`src/rtl/dec_pkg.sv`:
```
`default_nettype none
// +------------------------------------------------------------------+
// | dec_pkg                                                          |
// | Shared constants and types for the decoder-select arbiter.       |
// | Revision: 1.0                                                    |
// +------------------------------------------------------------------+
package dec_pkg;

    localparam logic [0:0] ST_IDLE  = 1'b0;
    localparam logic [0:0] ST_GRANT = 1'b1;

    localparam int DEC_NREQ  = 4;
    localparam int DEC_IDX_W = 2;

    typedef logic [DEC_IDX_W-1:0] idx_t;

endpackage : dec_pkg
`default_nettype wire

```
`src/rtl/dec_sel_arbiter_rr_pick.sv`:
```
`default_nettype none
// +------------------------------------------------------------------+
// | rr_pick                                                          |
// | Combinational round-robin pick: first set req bit from ptr up.   |
// | Revision: 1.0                                                    |
// +------------------------------------------------------------------+
module rr_pick
    import dec_pkg::*;
(
    input  logic [DEC_NREQ-1:0] req,
    input  idx_t                ptr,
    output logic                found,
    output idx_t                idx
);

    logic [2*DEC_NREQ-1:0] w_dbl;
    logic [DEC_NREQ-1:0]   w_rot;
    idx_t                  w_off;

    // Rotate so that bit 0 of w_rot is the requester at ptr.
    assign w_dbl = {req, req};
    assign w_rot = w_dbl[ptr +: DEC_NREQ];

    always_comb begin
        found = 1'b0;
        w_off = '0;
        for (int i = DEC_NREQ - 1; i >= 0; i--) begin
            if (w_rot[i]) begin
                found = 1'b1;
                w_off = DEC_IDX_W'(i);
            end
        end
    end

    assign idx = w_off + ptr;

endmodule : rr_pick
`default_nettype wire

```
`src/rtl/dec_sel_arbiter.sv`:
```
`default_nettype none
// +------------------------------------------------------------------+
// | dec_sel_arbiter                                                  |
// | Round-robin arbiter with per-grant timeout driving a 2-4 decoder.|
// | Revision: 1.0                                                    |
// +------------------------------------------------------------------+
module dec_sel_arbiter
    import dec_pkg::*;
#(
    parameter int NREQ    = 4,
    parameter int TIMEOUT = 8
) (
    input  logic            clk,
    input  logic            rst_n,
    input  logic [NREQ-1:0] req,
    input  logic            done,
    output logic            a,
    output logic            b,
    output logic            en,
    output logic            timeout
);

    generate
        if (NREQ != DEC_NREQ) begin : g_nreq_bad
            $error("dec_sel_arbiter: NREQ must be 4");
        end
    endgenerate

    localparam int TMR_W = (TIMEOUT > 0) ? $clog2(TIMEOUT + 1) : 1;
    localparam logic [TMR_W-1:0] TMR_LAST = TMR_W'((TIMEOUT > 0) ? TIMEOUT - 1 : 0);

    logic [0:0]       r_state;
    idx_t             r_ptr;
    logic [TMR_W-1:0] r_timer;
    logic             r_a;
    logic             r_b;
    logic             r_en;
    logic             r_timeout;

    logic             w_found;
    idx_t             w_pick;
    idx_t             w_idx;
    logic             w_rel_user;
    logic             w_rel_tmo;

    rr_pick u_pick (
        .req   (req),
        .ptr   (r_ptr),
        .found (w_found),
        .idx   (w_pick)
    );

    assign w_idx      = {r_a, r_b};
    assign w_rel_user = done || !req[w_idx];
    assign w_rel_tmo  = (TIMEOUT != 0) && (r_timer == TMR_LAST);

    always_ff @(posedge clk) begin
        if (!rst_n) begin
            r_state   <= ST_IDLE;
            r_ptr     <= '0;
            r_timer   <= '0;
            r_a       <= 1'b0;
            r_b       <= 1'b0;
            r_en      <= 1'b0;
            r_timeout <= 1'b0;
        end else begin
            r_timeout <= 1'b0;
            case (r_state)
                ST_IDLE: begin
                    if (w_found) begin
                        {r_a, r_b} <= w_pick;
                        r_en       <= 1'b1;
                        r_timer    <= '0;
                        r_state    <= ST_GRANT;
                    end
                end
                ST_GRANT: begin
                    if (w_rel_user || w_rel_tmo) begin
                        r_en      <= 1'b0;
                        r_state   <= ST_IDLE;
                        r_ptr     <= w_idx + 2'd1;
                        // A user release on the same edge masks the timeout.
                        r_timeout <= !w_rel_user;
                    end else if (r_timer != '1) begin
                        r_timer <= r_timer + TMR_W'(1);
                    end
                end
                default: r_state <= ST_IDLE;
            endcase
        end
    end

    assign a       = r_a;
    assign b       = r_b;
    assign en      = r_en;
    assign timeout = r_timeout;

endmodule : dec_sel_arbiter
`default_nettype wire

```
`config.mk`:
```
export PLATFORM = sky130hd
export DESIGN_NAME = dec_sel_arbiter
export DESIGN_NICKNAME = d
export VERILOG_FILES = /design/src/rtl/dec_pkg.sv /design/src/rtl/dec_sel_arbiter_rr_pick.sv /design/src/rtl/dec_sel_arbiter.sv
export SDC_FILE = /design/constraint.sdc
export NUM_CORES = 1
export LEC_CHECK = 0
export ABC_AREA = 1
export BUFFER_PORTS_ARGS = -buffer_cell sky130_fd_sc_hd__buf_2
export CAP_MARGIN = 20
export CORE_UTILIZATION = 40
export DETAILED_ROUTE_END_ITERATION = 8
export PLACE_DENSITY_LB_ADDON = 0.05
export SYNTH_ARGS = -nofsm -noshare
export SYNTH_HDL_FRONTEND = slang
export SYNTH_SLANG_ARGS = --single-unit
```
`constraint.sdc`:
```
create_clock -name clk -period 2.2 [get_ports clk]
set_input_delay 0.44 -clock clk [delete_from_list [all_inputs] [get_ports clk]]
set_output_delay 0.44 -clock clk [all_outputs]
set_load 0.05 [all_outputs]
```
==> results of run 1 <==
==> metal layers <==
layer | global-route usage [%] | wire length, um
met4 | 7.500 | 10
met1 | 24.29 | 690
met5 | 0 | 0
met3 | 3.750 | 28
met2 | 26.36 | 604
==> area by class of cell <==
type | count | area [um2] | area share [%]
clock buffers | 4 | 26.28 | 3.454
repair buffers | 10 | 50.05 | 6.579
flip-flops and latches | 11 | 220.2 | 28.95
multi-input cells | 80 | 406.6 | 53.45
inverters | 10 | 37.54 | 4.934
well taps | 16 | 20.02 | 2.632
==> worst min path at each step <==
stage | end | cells after the start | from | slack [ps]
floorplan | r_timer[0]$_SDFFE_PN0P_ | 1 | r_timer[0]$_SDFFE_PN0P_ | 460
global placement | en$_SDFFE_PN0P_ | 2 | en$_SDFFE_PN0P_ | 470
detailed placement | en$_SDFFE_PN0P_ | 2 | en$_SDFFE_PN0P_ | 470
CTS | timeout$_SDFF_PN0_ | 4 | done | 470
global route | timeout$_SDFF_PN0_ | 4 | done | 500
finish | timeout$_SDFF_PN0_ | 4 | done | 470
==> state kept, by name, indices dropped and copies added (netlist names) <==
| register | flops |
|---|---|
| a | 1 |
| b | 1 |
| en | 1 |
| r_ptr | 2 |
| r_state | 1 |
| r_timer | 4 |
| timeout | 1 |
==> worst reg2reg max path, cell delays in order, from the launching register on <==
cell      delay [ps]
dfxtp_1          450
inv_2             80
nand2_1           80
nand3_1           90
nand2_2          100
nand3_1           60
a21boi_0         180
ha_1             190
xor2_1           170
xor2_1           180
nand2_1           80
o21ai_0           90
nor2_1            50
==> kinds of logic after synthesis <==
| kind of cell | after synthesis |
|---|---|
| and+or+nand+nor | 61 |
| AOI/OAI and AO/OA | 13 |
| buffers and inverters | 12 |
| DFF | 11 |
| xor gates and xnor gates | 4 |
| adders and majority gates | 2 |
==> power by group through the flow <==
stage	sequential (mW)	clock (mW)	combinational, mW
final	0.312	0.134	0.482
after global routing	0.321	0.156	0.552
after CTS	0.311	0.144	0.489
after detailed placement	0.316	0	0.486
after global placement	0.314	0	0.491
after floorplan	0.385	0	0.321
==> stage by stage <==
step	utilization, %	cells
finish	48.80	131
global route	48.80	131
CTS	48.80	131
detailed placement	47.11	127
global placement	47.11	127
floorplan	-	103
==> layout by cell type, fill, tap and decap left out, types with 2 or more instances in the layout <==
cell,n
buf_2,10
inv_1,9
o21ai_0,5
xor2_1,4
nand3_1,18
nand2_1,25
dfxtp_1,11
nor2_1,13
nand2_2,4
ha_1,2
clkbuf_4,3
a21oi_1,5
==> metrics.md, run 1 <==
| Metric | Value |
|---|---|
| Cells on worst reg2reg path | `12` |
| Top_reg_cell synth | `dfxtp_1` |
| Crit path arrival time | `2050 ps` |
| I/O Buffers | `10` |
| Sequential-to-total area share from yosys stat | `32.12%` |
| Pin count of the biggest net entering global routing | `11` |
| Worst Setup EP | `a$_SDFFE_PN0P_` |
| Status | `finished clean` |
| Starting density of the core | `43.98%` |
| Worst vdd ir | `0.0006678 V` |
| CP cell instances | `inv_2 > nand2_1 > nand3_1 > nand2_2 > nand3_1 > a21boi_0 > ha_1 > xor2_1 > xor2_1 > nand2_1 > o21ai_0 > nor2_1` |
| Ranking of synthesized cells by area | `dfxtp_1 32%, nand2_1 14%, nand3_1 13%` |
| Fillers | `173` |
| Setup Skew | `2.632 ps` |
| R2r startpoint | `r_ptr[0]$_SDFFE_PN0P_` |
| CP Max Fanout | `7` |
| Psw | `0.4551 mW` |
| Post-Synth Adder-Cell Area | `3.650%` |
| Post-route ant nets | `0` |
| Worst setup path class | `flop to flop` |
| Post-synthesis mux area share | `0%` |
| Number of synthesized flops with an enable pin | `0` |
| Final setup vio count | `0` |
| WL per Instance | `10.18 um` |
| CTS Sinks | `11` |
| Initial antenna violation count | `0` |
| Crit. Startpoint | `r_ptr[0]$_SDFFE_PN0P_` |
| Syn Std Cell Area | `685.7 um2` |
| 1st-iter DRT viols | `12` |
| Synth Warn # | `0` |
| Worst hold slack | `473.9 ps` |
| Area post-placement | `734.5 um2` |
| Critical path's top delay family | `simple AND/OR/NAND/NOR gates` |
| Power, Total | `0.9278 mW` |
| Largest family of logic cells by synthesized area | `simple AND/OR/NAND/NOR gates` |
| Synth area leader | `dfxtp_1` |
| Io pins | `11` |
| Clock root buffer | `clkbuf_4` |
| Syn Area/Cell | `6.657 um2` |
| Clk slew on worst S/H paths | `70 ps` |
| ANT cells | `0` |
| FMAX | `0.5278 GHz` |
| Die ar. | `1884 um2` |
| Shortest period the worst path allows | `1895 ps` |
| Period utilization | `86.12%` |
| Synth top area share | `32.12%` |
| Combinational share of power | `52.0%` |
| Clock Path Buffers | `2` |
| Layout cells sized above 1 | `16.52%` |
| Most frequent cell after synthesis | `nand2_1` |
| Layout net count | `125` |
| WP depth | `12` |
| CP peak stage delay | `450 ps` |
| Routed vias | `659` |
| Switching share of total power | `49.05%` |
| Die Wd | `43.40 um` |
| Total buffers and inverters traversed by the critical path | `1` |
| Total Wirelength | `1.334 mm` |
| Commonest cells in the netlist | `25 x nand2_1, 18 x nand3_1, 13 x nor2_1` |
| Gpl congestion | `0.8182` |
| Fin area | `760.7 um2` |
| Post-CTS sizing | `0` |
| Worst Path Required | `2360 ps` |
| Die Height | `43.40 um` |
| Vias per cell | `5.031` |
| Synth Area in Compound Gates | `11.86%` |
| Pre-Repair DR Iteration Count | `4` |
| Leak | `0.3942 nW` |
| Number of global-route vias before repair | `598` |
| Crit. End Element | `flop` |
| First-pass GRT wire length | `2.490 mm` |
| Post-Synth XOR/XNOR Area | `5.109%` |
| Post-synth net total | `112` |
| Hold WC Path Type | `primary input to flop` |
| Pint | `0.4727 mW` |
| Post-synthesis cell count | `103` |
| CTS Hold Bufs | `0` |
| CTS tree | `built` |
| GRT overflow | `0` |
| Max H-tree Level | `1` |
| CTS buffer count | `3` |
| Area Growth Syn to Fin | `10.95%` |
| Core area | `1559 um2` |
| Total GRT Usage | `17.53%` |
| Yosys cell types | `17` |
| RSZ-0062 raised after global routing | `false` |
| Worst-skew pair later-pin latency | `260 ps` |
| Max_cap viols | `0` |
| Pwr dens | `1220 nW/um2` |
| Pre-CTS setup slack | `249.5 ps` |
| Pins Over Slew Limit | `0` |
| Final WS setup | `305.4 ps` |
| Worst relative slew slack | `81.54%` |
| Reg2reg end | `a$_SDFFE_PN0P_` |
| Row count | `14` |
| Setup crit start kind | `flop` |
| Endpoints failing hold | `0` |
| Setup TNS | `0 ps` |
| R2r setup slk | `310 ps` |
| # DRC | `0` |
| Async SR Flop Fraction | `0%` |
| Slew at the pin closest to its max-slew limit | `275.9 ps` |
| Clock power share | `14.4%` |
| #FFs+latches synth | `11` |
| Post-Synth Simple-Gate Area | `38.69%` |
| Sequential power share | `33.6%` |
| Detail Placement HPWL | `1.109 mm` |
| Setup bufs post-CTS | `0` |
| CP max stage cell | `dfxtp_1` |
(Power assumes the default switching activity.)
==> inputs of run 2 (changes only) <==
--- a/config.mk
+++ b/config.mk
@@ -11,6 +11,7 @@
 export CORE_UTILIZATION = 40
 export DETAILED_ROUTE_END_ITERATION = 8
 export PLACE_DENSITY_LB_ADDON = 0.05
+export RECOVER_POWER = 25
 export SYNTH_ARGS = -nofsm -noshare
 export SYNTH_HDL_FRONTEND = slang
 export SYNTH_SLANG_ARGS = --single-unit
==> run 2 against run 1 <==
  * Routed wire length rose by 0.15%
  * Final area fell by 0.49%
  * Clock power about the same
  * First-iteration DRC count stayed put
  * Power fell by 0.43%
  * Register-to-register slack is essentially flat
  * Fmax did not move
  * Setup slack is essentially flat
==> metrics.md, run 2 (synthesis results as in run 1) <==
| Metric | Value |
|---|---|
| Status | `finished clean` |
| Post-route ant nets | `0 (unchanged)` |
| Pin count of the biggest net entering global routing | `11 (unchanged)` |
| Pwr dens | `1220 nW/um2 (about the same)` |
| CTS buffer count | `3 (unchanged)` |
| Total buffers and inverters traversed by the critical path | `1 (unchanged)` |
| Switching share of total power | `49.32% (+0.26 points)` |
| Layout cells sized above 1 | `13.91% (-2.6 points)` |
| Setup crit start kind | `flop` |
| Core area | `1559 um2 (unchanged)` |
| Row count | `14 (unchanged)` |
| Vias per cell | `5.031 (unchanged)` |
| Routed vias | `659 (unchanged)` |
| 1st-iter DRT viols | `12 (unchanged)` |
| Final setup vio count | `0 (unchanged)` |
| Worst-skew pair later-pin latency | `260 ps (about the same)` |
| CP peak stage delay | `450 ps (about the same)` |
| Total Wirelength | `1.336 mm (+0.15%)` |
| Clock power share | `14.5% (about the same)` |
| Sequential power share | `33.8% (+0.2 points)` |
| Worst Path Required | `2360 ps (about the same)` |
| Pint | `0.4682 mW (-0.95%)` |
| Slew at the pin closest to its max-slew limit | `589.9 ps (+314.0 ps)` |
| Initial antenna violation count | `0 (unchanged)` |
| Post-CTS sizing | `0 (unchanged)` |
| Detail Placement HPWL | `1.109 mm (unchanged)` |
| CP cell instances | `inv_2 > nand2_1 > nand3_1 > nand2_2 > nand3_1 > a21boi_0 > ha_1 > xor2_1 > xor2_1 > nand2_1 > o21ai_0 > nor2_1` |
| FMAX | `0.5278 GHz (unchanged)` |
| Layout net count | `125 (unchanged)` |
| Clock Path Buffers | `2 (unchanged)` |
| Period utilization | `86.12% (about the same)` |
| CTS Hold Bufs | `0 (unchanged)` |
| Top reg by flops | `r_timer` |
| Setup bufs post-CTS | `0 (unchanged)` |
| GRT overflow | `0 (unchanged)` |
| Total GRT Usage | `17.53% (unchanged)` |
| Power, Total | `0.9238 mW (-0.43%)` |
| Setup TNS | `0 ps (unchanged)` |
| Most frequent cells in the layout | `25 x nand2_1, 18 x nand3_1, 13 x nor2_1` |
| Max H-tree Level | `1 (unchanged)` |
| ANT cells | `0 (unchanged)` |
| Pins Over Slew Limit | `0 (unchanged)` |
| Starting density of the core | `43.98% (unchanged)` |
| Endpoints failing hold | `0 (unchanged)` |
| CP Max Fanout | `7 (unchanged)` |
| First-pass GRT wire length | `2.490 mm (unchanged)` |
| Regs by FF count | `r_timer (4), r_ptr (2)` |
| Combinational share of power | `51.7% (-0.3 points)` |
| # DRC | `0 (unchanged)` |
| Leak | `0.3826 nW (-2.9%)` |
| CTS tree | `built` |
| Number of global-route vias before repair | `598 (unchanged)` |
| Setup Skew | `2.632 ps (unchanged)` |
| Gpl congestion | `0.8182 (unchanged)` |
| Worst setup path class | `flop to flop` |
| Die ar. | `1884 um2 (unchanged)` |
| Io pins | `11 (unchanged)` |
| Pre-CTS setup slack | `249.5 ps (unchanged)` |
| Critical path's top delay family | `simple AND/OR/NAND/NOR gates` |
| Psw | `0.4556 mW (+0.11%)` |
| Shortest period the worst path allows | `1895 ps (-0.001000 ps)` |
| CP max stage cell | `dfxtp_1` |
| CTS Sinks | `11 (unchanged)` |
| Die Height | `43.40 um (unchanged)` |
| Max reg flops | `4 (unchanged)` |
| Crit. End Element | `flop` |
| Pre-Repair DR Iteration Count | `4 (unchanged)` |
| Crit path arrival time | `2050 ps (about the same)` |
| Die Wd | `43.40 um (unchanged)` |
| RSZ-0062 raised after global routing | `false` |
| I/O Buffers | `10 (unchanged)` |
| Final WS setup | `305.4 ps (+0.001000 ps)` |
| WL per Instance | `10.20 um (+0.15%)` |
| Commonest non-fill, non-tap cell in the layout | `nand2_1` |
| Final core utilization | `48.56% (-0.24 points)` |
| Worst relative slew slack | `60.84% (-21 points)` |
| R2r setup slk | `310 ps (about the same)` |
| Max_cap viols | `0 (unchanged)` |
| Area Growth Syn to Fin | `10.40%` |
| Clk slew on worst S/H paths | `70 ps (about the same)` |
| Clock root buffer | `clkbuf_4` |
| Hold WC Path Type | `primary input to flop` |
| Worst hold slack | `473.9 ps (unchanged)` |
| Worst vdd ir | `0.0006669 V (-0.12%)` |
==> run 2: cell types whose count changed in the layout (fill, tap and decap cells not counted), sizes merged <==
| cell | previous run | this run |
|---|---|---|
| buf | 10 | 7 |
| clkbuf | 4 | 7 |
==> run 2: through the flow <==
step | area (um2) | instances
after floorplan | 685.7 | 103
after global placement | 734.5 | 127
after detailed placement | 734.5 | 127
after CTS | 760.7 | 131
after global routing | 757.0 | 131
final | 757.0 | 131
==> run 2: tightest hold or removal path: stages <==
cell     delay (ps)
buf_2            90
a21oi_1          60
nand3_1          80
inv_1            30
==> run 2: worst paths after layout <==
| kind | end | startpoint | depth (start not counted) |
|---|---|---|---|
| worst min register to register | en$_SDFFE_PN0P_ | en$_SDFFE_PN0P_ | 2 |
| worst max-delay path | a$_SDFFE_PN0P_ | r_ptr[0]$_SDFFE_PN0P_ | 12 |
| worst max register to register | a$_SDFFE_PN0P_ | r_ptr[0]$_SDFFE_PN0P_ | 12 |
| worst min-delay path | timeout$_SDFF_PN0_ | done | 4 |
==> run 2: layout make-up <==
| class | count | area (um2) |
|---|---|---|
| inverters | 10 | 37.54 |
| flip-flops and latches | 11 | 220.2 |
| clock buffers | 4 | 26.28 |
| well taps | 16 | 20.02 |
| multi-input cells | 80 | 406.6 |
| repair buffers | 10 | 46.29 |
| fillers | 176 | 802.0 |
==> run 2: power groups by stage <==
stage / logic, mW / clock network, mW / registers, mW
after floorplan: 0.321 / 0 / 0.385
after global placement: 0.491 / 0 / 0.314
after detailed placement: 0.486 / 0 / 0.316
after CTS: 0.489 / 0.144 / 0.311
after global routing: 0.548 / 0.156 / 0.321
final: 0.478 / 0.134 / 0.312
==> run 2: layer usage <==
metal  vias to the layer above  GRT usage (%)  part of all wire [%]
met5                         -              0                     0
met3                         2          3.750                   2.2
met2                        10          26.36                    45
met4                         0          7.500                  0.75
li1                        358              -                     -
met1                       289          24.29                    52
